`src/rtl/instr_issuer_if.sv`:
```
// Command, load-data and instruction-word signals of the instruction issuer.
// The host/DMA side uses the master modport; the issuer uses the slave modport.
`timescale 1ns/1ps
interface instr_issuer_if #(
    parameter int LEN_W = 8
);
    logic             cmd_valid;
    logic             cmd_ready;
    logic [2:0]       cmd_op;
    logic [15:0]      cmd_addr;
    logic [LEN_W-1:0] cmd_len;
    logic             wdata_valid;
    logic             wdata_ready;
    logic [15:0]      wdata;
    logic [63:0]      instruction;
    logic             busy;
    logic             done;
    logic             err;

    modport master (
        output cmd_valid, cmd_op, cmd_addr, cmd_len, wdata_valid, wdata,
        input  cmd_ready, wdata_ready, instruction, busy, done, err
    );

    modport slave (
        input  cmd_valid, cmd_op, cmd_addr, cmd_len, wdata_valid, wdata,
        output cmd_ready, wdata_ready, instruction, busy, done, err
    );
endinterface

```
`src/rtl/instr_issuer.sv`:
```
// Expands block-level commands into one 64-bit controller instruction per clock.
// Define INSTR_NOP_PAD_EN to fill load stall cycles with NOP words instead of zero.
`timescale 1ns/1ps
module instr_issuer #(
    parameter int LEN_W = 8
) (
    input  logic          clk,
    input  logic          rst_n,
    instr_issuer_if.slave bus
);
    localparam logic [2:0] OP_LOAD_INP  = 3'd0;
    localparam logic [2:0] OP_LOAD_WT   = 3'd1;
    localparam logic [2:0] OP_RUN_MAC   = 3'd2;
    localparam logic [2:0] OP_SEND_WT   = 3'd3;
    localparam logic [2:0] OP_STORE_OUT = 3'd4;
    localparam logic [2:0] OP_XMIT_OUT  = 3'd5;
    localparam logic [2:0] OP_WAIT      = 3'd6;
    localparam logic [2:0] OP_RSVD      = 3'd7;

    localparam logic [63:0]      NOP_WORD = 64'hF800_0000_0000_0000;
    localparam logic [LEN_W-1:0] LEN_ONE  = LEN_W'(1);

`ifdef INSTR_NOP_PAD_EN
    localparam logic [63:0] STALL_WORD = NOP_WORD;
`else
    localparam logic [63:0] STALL_WORD = 64'h0;
`endif

    typedef enum logic [1:0] {
        IDLE,
        ISSUE,
        DONE
    } state_e;

    state_e           state_q, state_d;
    logic [2:0]       op_q, op_d;
    logic [15:0]      base_q, base_d;
    logic [LEN_W-1:0] len_q, len_d;
    logic [LEN_W-1:0] count_q, count_d;
    logic [63:0]      instr_q, instr_d;
    logic             done_q, done_d;
    logic             err_q, err_d;

    logic             isLoad;
    logic             wordFire;
    logic             lastWord;
    logic [15:0]      wordAddr;

    function automatic logic [4:0] opcodeOf(input logic [2:0] op);
        logic [4:0] opc;
        case (op)
            OP_LOAD_INP:  opc = 5'b00100;
            OP_LOAD_WT:   opc = 5'b00101;
            OP_RUN_MAC:   opc = 5'b00001;
            OP_SEND_WT:   opc = 5'b00010;
            OP_STORE_OUT: opc = 5'b00011;
            OP_XMIT_OUT:  opc = 5'b00110;
            default:      opc = 5'b11111;
        endcase
        return opc;
    endfunction

    // A word is consumed every ISSUE cycle, except load cycles without data.
    assign isLoad   = (op_q == OP_LOAD_INP) || (op_q == OP_LOAD_WT);
    assign wordFire = (state_q == ISSUE) && (!isLoad || bus.wdata_valid);
    assign lastWord = wordFire && (count_q == len_q - LEN_ONE);
    assign wordAddr = base_q + 16'(count_q);

    always_ff @(posedge clk or negedge rst_n) begin
        if (!rst_n) begin
            state_q <= IDLE;
            op_q    <= 3'd0;
            base_q  <= 16'h0;
            len_q   <= '0;
            count_q <= '0;
            instr_q <= 64'h0;
            done_q  <= 1'b0;
            err_q   <= 1'b0;
        end else begin
            state_q <= state_d;
            op_q    <= op_d;
            base_q  <= base_d;
            len_q   <= len_d;
            count_q <= count_d;
            instr_q <= instr_d;
            done_q  <= done_d;
            err_q   <= err_d;
        end
    end

    // Zero-length and reserved commands skip ISSUE entirely.
    always_comb begin
        state_d = state_q;
        op_d    = op_q;
        base_d  = base_q;
        len_d   = len_q;
        count_d = count_q;
        case (state_q)
            IDLE: begin
                if (bus.cmd_valid) begin
                    op_d    = bus.cmd_op;
                    base_d  = bus.cmd_addr;
                    len_d   = bus.cmd_len;
                    count_d = '0;
                    if ((bus.cmd_len == '0) || (bus.cmd_op == OP_RSVD)) begin
                        state_d = DONE;
                    end else begin
                        state_d = ISSUE;
                    end
                end
            end
            ISSUE: begin
                if (wordFire) begin
                    count_d = count_q + LEN_ONE;
                end
                if (lastWord) begin
                    state_d = DONE;
                end
            end
            DONE: begin
                state_d = IDLE;
            end
            default: begin
                state_d = IDLE;
            end
        endcase
    end

    // Outputs are registered, so each word appears one cycle after its ISSUE cycle.
    always_comb begin
        instr_d = 64'h0;
        done_d  = (state_q == DONE);
        err_d   = (state_q == DONE) && (op_q == OP_RSVD);
        if (state_q == ISSUE) begin
            if (op_q == OP_WAIT) begin
                instr_d = NOP_WORD;
            end else if (isLoad && !bus.wdata_valid) begin
                instr_d = STALL_WORD;
            end else begin
                instr_d = {opcodeOf(op_q), wordAddr,
                           (isLoad ? bus.wdata : 16'h0), 27'd0};
            end
        end
    end

    assign bus.instruction = instr_q;
    assign bus.done        = done_q;
    assign bus.err         = err_q;
    assign bus.busy        = (state_q != IDLE);
    assign bus.cmd_ready   = (state_q == IDLE);
    assign bus.wdata_ready = (state_q == ISSUE) && isLoad;

endmodule

```
`src/flat_wrapper.sv`:
```
// flat-port wrapper written by rule: the top's interface ports become plain ports
module instr_issuer_flat 
#(
    parameter int LEN_W = 8
)
  (clk, rst_n, bus_cmd_valid, bus_cmd_op, bus_cmd_addr, bus_cmd_len, bus_wdata_valid, bus_wdata, bus_cmd_ready, bus_wdata_ready, bus_instruction, bus_busy, bus_done, bus_err);
  instr_issuer_if #(.LEN_W(LEN_W)) bus_i ();
  input  logic clk;
  input  logic rst_n;
  input wire logic [$bits(bus_i.cmd_valid)-1:0] bus_cmd_valid;
  input wire logic [$bits(bus_i.cmd_op)-1:0] bus_cmd_op;
  input wire logic [$bits(bus_i.cmd_addr)-1:0] bus_cmd_addr;
  input wire logic [$bits(bus_i.cmd_len)-1:0] bus_cmd_len;
  input wire logic [$bits(bus_i.wdata_valid)-1:0] bus_wdata_valid;
  input wire logic [$bits(bus_i.wdata)-1:0] bus_wdata;
  output wire logic [$bits(bus_i.cmd_ready)-1:0] bus_cmd_ready;
  output wire logic [$bits(bus_i.wdata_ready)-1:0] bus_wdata_ready;
  output wire logic [$bits(bus_i.instruction)-1:0] bus_instruction;
  output wire logic [$bits(bus_i.busy)-1:0] bus_busy;
  output wire logic [$bits(bus_i.done)-1:0] bus_done;
  output wire logic [$bits(bus_i.err)-1:0] bus_err;
  assign bus_i.cmd_valid = bus_cmd_valid;
  assign bus_i.cmd_op = bus_cmd_op;
  assign bus_i.cmd_addr = bus_cmd_addr;
  assign bus_i.cmd_len = bus_cmd_len;
  assign bus_i.wdata_valid = bus_wdata_valid;
  assign bus_i.wdata = bus_wdata;
  assign bus_cmd_ready = bus_i.cmd_ready;
  assign bus_wdata_ready = bus_i.wdata_ready;
  assign bus_instruction = bus_i.instruction;
  assign bus_busy = bus_i.busy;
  assign bus_done = bus_i.done;
  assign bus_err = bus_i.err;
  instr_issuer #(.LEN_W(LEN_W)) u_core (.clk(clk), .rst_n(rst_n), .bus(bus_i));
endmodule
```
`config.mk`:
```
export PLATFORM = sky130hd
export DESIGN_NAME = instr_issuer_flat
export DESIGN_NICKNAME = d
export VERILOG_FILES = /design/src/rtl/instr_issuer_if.sv /design/src/rtl/instr_issuer.sv /design/src/flat_wrapper.sv
export SDC_FILE = /design/constraint.sdc
export NUM_CORES = 1
export LEC_CHECK = 0
export ABC_AREA = 1
export CAP_MARGIN = 30
export CORE_AREA = 2 2 91 93
export CTS_BUF_LIST = sky130_fd_sc_hd__clkbuf_8
export CTS_CLUSTER_SIZE = 12
export DETAILED_ROUTE_END_ITERATION = 12
export DIE_AREA = 0 0 93 95
export GPL_ROUTABILITY_DRIVEN = 0
export PLACE_DENSITY = 0.95
export RECOVER_POWER = 25
export SYNTH_ARGS = -nofsm -noshare
export SYNTH_HDL_FRONTEND = slang
export SYNTH_SLANG_ARGS = --single-unit
```
`constraint.sdc`:
```
create_clock -name clk -period 5.55 [get_ports clk]
set_input_delay 1.11 -clock clk [delete_from_list [all_inputs] [get_ports clk]]
set_output_delay 1.11 -clock clk [all_outputs]
set_load 0.05 [all_outputs]
```
After elaboration in Yosys (flattened, before gate mapping)
Cells that the tools add are included.

cells by class
  add/sub/neg operators = 3
  equality and inequality tests = 14
  muxes and demuxes = 12
  reductions and logical operators = 18

operator list
  operator                                               count
  2-to-1 mux 64 bit                                      3
  case mux 5 bit (6 select lines)                        1
  adder 16 x 8 -> 16 bit                                 1
  2-to-1 mux 16 bit                                      1
  2-to-1 mux 8 bit                                       2
  case mux 8 bit (2 select lines)                        1
  equality test 3 bit, second input constant             5
  adder 8 x 1 -> 8 bit, second input constant            1
  equality test 8 bit                                    1
  zero test 8 bit                                        1
  subtractor 8 x 1 -> 8 bit, second input constant       1
  equality test 3 x 2 -> 1 bit, second input constant    2
  2-to-1 mux 2 bit                                       3
  logical AND 1 bit                                      5
  inequality test 2 x 1 -> 1 bit, second input constant  2
  case mux 2 bit (2 select lines)                        1
  AND reduction 2 bit                                    2
  nonzero test 2 bit                                     2
  equality test 3 x 1 -> 1 bit, second input constant    1
  zero test 3 bit                                        1
  logical OR 1 bit                                       3
  AND reduction 3 bit                                    1
  equality test 2 x 1 -> 1 bit, second input constant    1
  equality test 2 bit, second input constant             1
  3 further kinds                                        4

word-level totals
  register bits after elaboration = 103
  bits of input ports = 47
  output and inout bits = 69
  word-level logic and storage cells = 55

Depth between registers and ports, before layout
Gate-level depths: netlist of run 1.

  word-level depth = 8
  depth in mapped cells = 12
  depth with buffers taken out = 12

Least setup slack after synthesis of run 1
OpenSTA, ideal clock, no wires.

  kind = reg-to-output
  from = register u_core.state_q[1]
  to = output bus_busy
  arrival time = 1.145 ns
  required time = 4.440 ns
  setup slack = 3.295 ns
  stages on the path, launching flop included = 3
  buffers on the path = 0
  path through = dfrtp_1 > nor2_4 > inv_1

on the way
  longest elaborated chain between the ends = 1

RTL lines
  what                    RTL line             RTL
  start, declared         instr_issuer.sv:35   state_e state_q, state_d;
  start signal, assigned  instr_issuer.sv:80   state_q <= state_d;
  nonzero test 2 bit      instr_issuer.sv:149  assign bus.busy = (state_q != IDLE);
  end, declared           flat_wrapper.sv:19   output wire logic [$bits(bus_i.busy)-1:0] bus_busy;

Every way passes these cells.

Final worst setup path of run 1
  from = register u_core.state_q[0]
  to = output bus_wdata_ready

on the way
  longest elaborated chain between the ends = 2

RTL lines
  what                          RTL line             RTL
  equality test 2 x 1 -> 1 bit  instr_issuer.sv:151  assign bus.wdata_ready = (state_q == ISSUE) && isLoad;
  logical AND 1 bit             instr_issuer.sv:151
  end, declared                 flat_wrapper.sv:17   output wire logic [$bits(bus_i.wdata_ready)-1:0] bus_wdata_ready;

Every way passes these cells.

==> results of run 1 <==
cell type report:
class | instances | area, sq um | share of cell area, %
Inverter | 51 | 191 | 3.80
Clock inverter | 6 | 65.1 | 1.29
Clock buffer | 10 | 138 | 2.73
Multi-Input combinational cell | 356 | 1750 | 34.8
Timing Repair Buffer | 88 | 878 | 17.5
Sequential cell | 75 | 1880 | 37.3
Tap cell | 105 | 131 | 2.61
flip-flops by register name (all words and copies together) (netlist names):
signal,count
u_core.bus.instruction,36
u_core.op_q,3
u_core.base_q,16
u_core.bus.err,1
u_core.state_q,2
u_core.bus.done,1
u_core.len_q,8
u_core.count_q,8
power breakdown:
group          switching, W  internal, W  total [W]
Sequential         0.000161     0.000733   0.000894
Combinational      0.000924     0.000433    0.00136
Clock              0.000210     0.000220   0.000430
Total               0.00130      0.00139    0.00268
cells in the mapped netlist, types with 3 or more instances:
library cell  instances
buf_6                 4
o21ai_1               3
nand2_1             134
nand2_4               3
nor3_1                7
nand2_2               4
nor2_2                5
nand4_1               7
xor2_1                4
ha_1                 10
o21ai_0              26
nor2_4                3
buf_4                28
dfrtp_1              75
o21ai_2               6
a21oi_2               7
nor2_1               56
buf_2                 4
inv_2                 3
nand3_1              26
inv_1                48
a21oi_1              14
nand3b_1              3
routing by layer:
layer | GRT usage [%] | up-vias
met3 | 3.35 | 22
met5 | 0 | -
li1 | - | 1688
met4 | 12.1 | 0
met2 | 34.9 | 144
met1 | 24.1 | 1562
logic make-up (layout without fill, tap and decap cells):
logic type | Yosys count | in the layout | synth area share, %
compound gates | 59 | 59 | 8.74
buf+inv | 89 | 155 | 11.8
xor+xnor | 6 | 6 | 1.31
other cells | 1 | 27 | 0.0933
simple gates | 253 | 253 | 27.8
fa+ha+maj | 11 | 11 | 3.61
flops | 75 | 75 | 46.7
worst paths after layout:
| kind | startpoint | end | slack (ns) | depth (start not counted) |
|---|---|---|---|---|
| worst max-delay path | u_core.state_q[0] | bus_wdata_ready | 1.46 | 5 |
| worst min-delay path | u_core.base_q[4] | u_core.base_q[4] | 0.49 | 2 |
| worst max register to register | u_core.count_q[0] | u_core.bus.instruction[57] | 3.32 | 11 |
| worst min register to register | u_core.base_q[4] | u_core.base_q[4] | 0.49 | 2 |
| max in group asynchronous | rst_n | u_core.bus.instruction[59] | 4.09 | 1 |
| min in group asynchronous | rst_n | u_core.bus.instruction[58] | 0.86 | 1 |
through the flow:
stage                     instance area, sq um  setup WS, ns  hold slack [ns]  total power, W  util [%]
after CTS                                 5050          2.06            0.490         0.00270      63.7
final                                     5030          1.46            0.489         0.00268      63.5
after global placement                    4850          2.52            0.466         0.00220      61.1
after floorplan                           4120          3.29            0.453         0.00192         -
after global routing                      5030          1.31            0.529         0.00286      63.5
after detailed placement                  4850          2.47            0.470         0.00226      61.1
critical path: stages (launching register included):
cell and delay (ns):
dfrtp_1 0.45, clkinv_1 0.10, nor2_1 0.52, inv_1 0.30, nor2_4 0.37, clkdlybuf4s50_1 0.88
==> results by group, run 1 <==
Detailed routing
  • DRC: 0
  • Top Metal Used: met4
  • DRT antenna net count: 0
  • Metal2 WL: about 4400 microns
  • Vias per std cell: slightly below 5
  • Post-Route M1 WL: 3520 microns
  • WL met3: 441 microns
  • Drt initial violations: 202
  • Vias after detailed routing: around 3,400
  • Wirelength, routed: approximately 8600 microns
  • DR pass1 iterations: 5
  • Routed len/inst: between 10 and 15 microns

Place
  • Placed Cells: 675
  • Post-DP HPWL: roughly 6200 microns
  • Port Buf Inserts: 88

Pwr
  • Worst VDD drop: 206 uV
  • Power per standard cell area: roughly 530 nW/um^2
  • Leak: 2.48 nW

Logic synthesis
  • Synth area leaders: dfrtp_1 47%, nand2_1 13%, buf_4 5.2%
  • Post-synth cell types: 33
  • Ys async rst share: 100%
  • Post-synthesis sequential area ratio: a little under half
  • Warning count from the yosys run: 0
  • Synth top area share: a little under half
  • Netlist Area Pre-Place: 4020 sq um
  • Seq cells post-synth: 75
  • Post-synth EDFFs: 0
  • Post-synth top flop: dfrtp_1
  • Post-synthesis area per instance: between 8 and 9 sq um
  • Post-Syn Instances: 494
  • Area leader, netlist: dfrtp_1

Global route
  • Total grt overflow: 0
  • Total Routing Usage GR: about a fifth
  • Initial antenna violation count: 0
  • Vias in the first global route: ~3,200
  • Pin count of the biggest net entering global routing: 76
  • First-pass GRT wire length: roughly 14,000 microns

Clock tree
  • CTS sink cnt: between 70 and 80
  • Clock Tree Root: clkbuf_8
  • Post-CTS setup buffer count: 0
  • CTS buffer count: 9
  • CTS Buffer Depth: 2
  • Worst-skew pair later-pin latency: ~0.36 ns
  • # hold bufs at CTS: 0
  • CTS tree: built
  • CTS clock-pin slew for the worst setup and hold paths: approximately 0.08 ns
  • Post-CTS sizing: 0
  • H-tree Lvls: 3

Floorplan
  • Width of the die: 93 microns
  • Initial Util: 50.7%
  • Row count: 33
  • Die ar.: roughly 8800 sq um
  • Boundary Pins: between 100 and 150
  • Die H: 95 microns
  • Core area: roughly 7900 sq um

Layout
  • ANT cells: 0
  • Commonest non-fill, non-tap cell in the layout: nand2_1
  • Filler instances: about 630
  • Commonest cells after routing, fill and taps aside: 134 x nand2_1, 87 x clkdlybuf4s50_1, 75 x dfrtp_1
  • Area Growth Syn to Fin: 25.1%
  • Share of layout cells above drive strength 1: about 7.8%
  • Finished Layout Cells: slightly below 700
  • NumNets Final: about 640

Timing
  • Min cycle time layout: around 4 ns
  • Layout Skew: approximately 0.014 ns
  • Slew Limit Fails: 0
  • Final hold vios: 0
  • RSZ-0062 raised after global routing: false
  • Worst rel slew slack: approximately two fifths
  • Worst Max-Slew Pin Slew: 0.904 ns
  • Max Clk Rate: around 240 MHz
  • Setup TNS: 0 ns
  • Tcrit/Tclk final: ~74%
  • Final setup viols: 0

Critical path
  • Critical path fanouts, max: 17
  • Worst Path Arrival: 2.98 ns
  • Kind of critical path: reg -> out
  • Crit end category: output pin
  • CP Launch Type: register
  • CP required: about 4.4 ns

Job
  • Max-Cap Viols: 0

Hold path
  • Worst hold path class: reg -> reg

Status
  • Status: finished clean
Power figures use the tool's default switching activity.
==> run 2: changes to the inputs <==
--- a/config.mk
+++ b/config.mk
@@ -7,13 +7,13 @@
 export LEC_CHECK = 0
 export ABC_AREA = 1
 export CAP_MARGIN = 30
-export CORE_AREA = 2 2 91 93
+export CORE_AREA = 2 2 98 100
 export CTS_BUF_LIST = sky130_fd_sc_hd__clkbuf_8
 export CTS_CLUSTER_SIZE = 12
 export DETAILED_ROUTE_END_ITERATION = 12
-export DIE_AREA = 0 0 93 95
+export DIE_AREA = 0 0 100 102
 export GPL_ROUTABILITY_DRIVEN = 0
-export PLACE_DENSITY = 0.95
+export PLACE_DENSITY = 0.89
 export RECOVER_POWER = 25
 export SYNTH_ARGS = -nofsm -noshare
 export SYNTH_HDL_FRONTEND = slang
==> constraint.sdc (replaced) <==
create_clock -name clk -period 3.7 [get_ports clk]
set_input_delay 0.74 -clock clk [delete_from_list [all_inputs] [get_ports clk]]
set_output_delay 0.74 -clock clk [all_outputs]
set_load 0.05 [all_outputs]
==> results by group, run 2 (synthesis results as in run 1) <==
Status
  • Status: finished, violations left
  • Failing checks: capacitance limit, slew limit

Detailed routing
  • Top Metal Used: met4
  • Routed len/inst: 12.5 microns
  • DR pass1 iterations: 5
  • Drt initial violations: 171
  • DRC: 0
  • DRT antenna net count: 0
  • Wirelength, routed: between 8000 and 9000 microns
  • Vias per std cell: between 4 and 5
  • WL met3: 544 microns
  • Post-Route M1 WL: 3660 microns
  • Metal2 WL: 4290 microns
  • Vias after detailed routing: about 3,400

Clock tree
  • CTS Buffer Depth: 2
  • CTS buffer count: 9
  • CTS sink cnt: 75
  • Post-CTS sizing: 0
  • Worst-skew pair later-pin latency: 0.36 ns
  • # hold bufs at CTS: 0
  • H-tree Lvls: 3
  • CTS clock-pin slew for the worst setup and hold paths: approximately 0.080 ns
  • Clock Tree Root: clkbuf_8
  • Post-CTS setup buffer count: 0
  • CTS tree: built

Place
  • Post-DP HPWL: around 6400 microns
  • DP Area: about 4900 sq um
  • Port Buf Inserts: between 80 and 90

Critical path
  • Stages on worst setup path: 5
  • CP required: 2.96 ns
  • Crit path max-delay family: buffers and inverters
  • Max stage delay on crit path: between 0.8 and 0.9 ns
  • CP Launch Point: u_core.state_q[0]
  • Reg-to-reg slack, setup: roughly 1.5 ns
  • CP Launch Type: register
  • WP buf/inv: 3
  • Crit end category: output pin
  • Kind of critical path: reg -> out
  • Slowest-stage cell, CP: clkdlybuf4s50_1
  • Worst R2R Start: u_core.count_q[0]
  • R2R cell count: 11
  • Worst Path Arrival: about 2.5 ns
  • CP Cell Sequence: inv_2, nor2_8, inv_1, nor2_4, clkdlybuf4s50_1
  • Critical path fanouts, max: 17

Timing
  • Layout Skew: roughly 0.014 ns
  • RSZ-0062 raised after global routing: false
  • Final hold vios: 0
  • Max Clk Rate: around 310 MHz
  • Setup TNS: 0 ns
  • Worst rel slew slack: -18.4%
  • Worst Max-Slew Pin Slew: about 1.8 ns
  • Min cycle time layout: roughly 3.2 ns
  • Tcrit/Tclk final: between 80 and 90%
  • Slew Limit Fails: 76
  • Final setup viols: 0

Floorplan
  • Die H: slightly above 100 microns
  • Core area: 9110 sq um
  • Width of the die: approximately 100 microns
  • Die ar.: just over 10,000 sq um
  • Row count: 35
  • Initial Util: 44.1%
  • Boundary Pins: between 100 and 150

Global route
  • First-pass GRT wire length: about 15,000 microns
  • Pin count of the biggest net entering global routing: 76
  • Vias in the first global route: 3,298
  • Total Routing Usage GR: between 10% and 20%
  • Initial antenna violation count: 0
  • Total grt overflow: 0

Layout
  • Share of layout cells above drive strength 1: roughly 8.4%
  • ANT cells: 0
  • Area Growth Syn to Fin: 26.2%
  • Max reg flops: 36
  • Commonest cells after routing, fill and taps aside: 134 x nand2_1, 86 x clkdlybuf4s50_1, 75 x dfrtp_1
  • Commonest non-fill, non-tap cell in the layout: nand2_1
  • Design area: 5070 sq um
  • Fin util: between 50 and 60%
  • NumNets Final: around 640
  • Filler instances: ~810

Hold path
  • Worst hold path class: reg -> reg
  • Worst hold start: u_core.base_q[7]
  • Min-Delay Path Depth: 2

Pwr
  • Worst VDD drop: around 280 uV
  • Leak: 2.50 nW
  • Power per standard cell area: 809 nW/um^2

Job
  • Max-Cap Viols: 1
## run 2: cell type report
cell class	count	area [sq um]	area share [%]
Tap cell	111	139	2.74
Multi-Input combinational cell	356	1770	34.8
Clock inverter	7	98.8	1.95
Timing Repair Buffer	88	876	17.3
Clock buffer	9	124	2.44
Inverter	51	191	3.77
Sequential cell	75	1880	37.0
## run 2: worst paths after layout
kind                                               to
min                                  u_core.base_q[7]
max reg2reg                u_core.bus.instruction[53]
min reg2reg                          u_core.base_q[7]
max                                   bus_wdata_ready
min in group asynchronous  u_core.bus.instruction[58]
max in group asynchronous             u_core.len_q[7]
## run 2: worst min-delay path, cell delays in order (launching register included)
cell and delay (ns):
dfrtp_1 0.35, nand2_1 0.05, nand2_1 0.05
## run 2: routing by layer
| metal | global-route usage [%] | vias to the layer above |
|---|---|---|
| met1 | 21.4 | 1555 |
| li1 | - | 1687 |
| met5 | 0 | - |
| met3 | 4.45 | 23 |
| met2 | 30.6 | 133 |
| met4 | 9.91 | 0 |
## run 2: through the flow
| step | total power [W] | setup WS (ns) | hold slack [ns] | instances |
|---|---|---|---|---|
| 5_1_grt | 0.00440 | 0.349 | 0.519 | 697 |
| 3_3_place_gp | 0.00331 | 1.04 | 0.468 | 681 |
| 3_5_place_dp | 0.00340 | 0.974 | 0.470 | 681 |
| 6_report | 0.00411 | 0.497 | 0.483 | 697 |
| 2_1_floorplan | 0.00287 | 1.81 | 0.444 | 520 |
| 4_1_cts | 0.00412 | 0.569 | 0.489 | 697 |
## run 2: power by group
group          internal (W)  switching (W)
Clock              0.000384       0.000322
Combinational      0.000657        0.00140
Sequential          0.00110       0.000247
==> run 3: changes to the inputs <==
--- a/config.mk
+++ b/config.mk
@@ -15,6 +15,7 @@
 export GPL_ROUTABILITY_DRIVEN = 0
 export PLACE_DENSITY = 0.89
 export RECOVER_POWER = 25
+export REMOVE_ABC_BUFFERS = 1
 export SYNTH_ARGS = -nofsm -noshare
 export SYNTH_HDL_FRONTEND = slang
 export SYNTH_SLANG_ARGS = --single-unit
==> results by group, run 3 (synthesis results as in run 1) <==
Detailed routing
  • Routed len/inst: between 10 and 15 microns
  • DRC: 0
  • Wirelength, routed: ~9000 microns
  • Vias per std cell: 5.00
  • DRT antenna net count: 0
  • DR pass1 iterations: 4
  • Drt initial violations: ~250
  • Vias after detailed routing: 3,480

Layout
  • ANT cells: 0
  • Area of the multi-input gates: around 1800 sq um
  • NumNets Final: about 640
  • Filler instances: approximately 790
  • Max reg flops: 36
  • Area Growth Syn to Fin: 27.5%
  • Commonest cells after routing, fill and taps aside: 134 x nand2_1, 86 x clkdlybuf4s50_1, 75 x dfrtp_1
  • Fin util: 56.3%
  • FF/Latch Area: 1880 sq um
  • Share of layout cells above drive strength 1: 8.03%
  • Commonest non-fill, non-tap cell in the layout: nand2_1

Timing
  • Layout Skew: around 0.0083 ns
  • Tcrit/Tclk final: around 85%
  • RSZ-0062 raised after global routing: false
  • Slew Limit Fails: 76
  • Final setup viols: 0
  • Worst rel slew slack: -18.7%
  • Final hold vios: 0
  • PnR worst setup slack: around 0.54 ns
  • Worst Max-Slew Pin Slew: around 1.8 ns
  • Min cycle time layout: roughly 3.2 ns
  • Setup TNS: 0 ns
  • Max Clk Rate: ~320 MHz

Floorplan
  • Row count: 35
  • Boundary Pins: approximately 120
  • Core area: 9110 sq um
  • Die H: ~100 microns
  • Die ar.: a little over 10,000 sq um
  • Width of the die: 100 microns
  • Initial Util: roughly 44%

Clock tree
  • # hold bufs at CTS: 0
  • H-tree Lvls: 3
  • CTS sink cnt: between 70 and 80
  • CTS Buffer Depth: 2
  • CTS clock-pin slew for the worst setup and hold paths: ~0.07 ns
  • Clock Tree Root: clkbuf_8
  • Post-CTS sizing: 0
  • CTS buffer count: 9
  • CTS tree: built
  • Worst-skew pair later-pin latency: roughly 0.35 ns
  • Post-CTS setup buffer count: 0

Global route
  • Total grt overflow: 0
  • Initial antenna violation count: 0
  • First-pass GRT wire length: 14,900 microns
  • Vias in the first global route: between 3,000 and 4,000
  • Pin count of the biggest net entering global routing: 76
  • Total Routing Usage GR: about 18%

Pwr
  • Power per standard cell area: 836 nW/um^2
  • Leak: 2.53 nW
  • Worst VDD drop: about 250 uV
  • Total power: between 0.004 and 0.005 W

Critical path
  • Kind of critical path: reg -> out
  • CP Launch Type: register
  • Crit end category: output pin
  • Worst Path Arrival: ~2.4 ns
  • CP required: approximately 3.0 ns
  • Critical path fanouts, max: 17

Status
  • Failing checks: capacitance limit, slew limit
  • Status: finished, violations left

Place
  • Worst slack, placed: slightly below 1 ns
  • Port Buf Inserts: 88
  • Post-DP HPWL: around 6700 microns

Hold path
  • Worst hold path class: reg -> reg

Job
  • Max-Cap Viols: 1
-- run 3: cell types whose count changed in the layout (fill, tap and decap cells not counted) --
cell | previous run | this run
bufinv_16 | 2 | 5
inv_6 | 2 | 0
clkinv_4 | 1 | 0
clkinv_2 | 1 | 0
clkinvlp_4 | 1 | 0
inv_1 | 49 | 50
-- run 3: final timing paths --
check	from	to	slack (ns)	depth (start not counted)
worst max-delay path	u_core.state_q[1]	bus_wdata_ready	0.54	4
worst min-delay path	u_core.base_q[0]	u_core.base_q[0]	0.49	2
worst max register to register	u_core.count_q[0]	u_core.bus.instruction[57]	1.34	11
worst min register to register	u_core.base_q[0]	u_core.base_q[0]	0.49	2
max in group asynchronous	rst_n	u_core.base_q[2]	1.78	1
min in group asynchronous	rst_n	u_core.bus.instruction[55]	0.87	1
-- run 3: through the flow --
stage | area (sq um) | hold slack, ns | cells
final | 5130 | 0.495 | 696
after global routing | 5130 | 0.519 | 696
after CTS | 5130 | 0.493 | 696
after detailed placement | 4850 | 0.473 | 681
after global placement | 4850 | 0.466 | 681
after floorplan | 3840 | 0.444 | 482
-- run 3: critical path, cell delays in order, from the launching register on --
cell and delay, ns:
dfrtp_1 0.48, nor2_8 0.22, inv_1 0.17, nor2_4 0.32, clkdlybuf4s50_1 0.88
-- run 3: metal layers --
layer	vias to the layer above	wire, microns	GRT usage, %
met5	-	0	0
met1	1629	3480	19.9
met4	0	213	9.38
li1	1685	-	-
met3	22	599	3.56
met2	144	4730	33.9
-- run 3: cell type report --
type / count / area share [%]
Timing Repair Buffer: 88 / 17.1
Sequential cell: 75 / 36.6
Clock inverter: 6 / 3.00
Tap cell: 111 / 2.71
Clock buffer: 9 / 2.42
Inverter: 51 / 3.73
Multi-Input combinational cell: 356 / 34.5
-- run 3: where the power goes --
part | internal, W | switching, W
Clock | 0.000578 | 0.000288
Sequential | 0.00110 | 0.000251
Combinational | 0.000659 | 0.00141
Total | 0.00234 | 0.00195
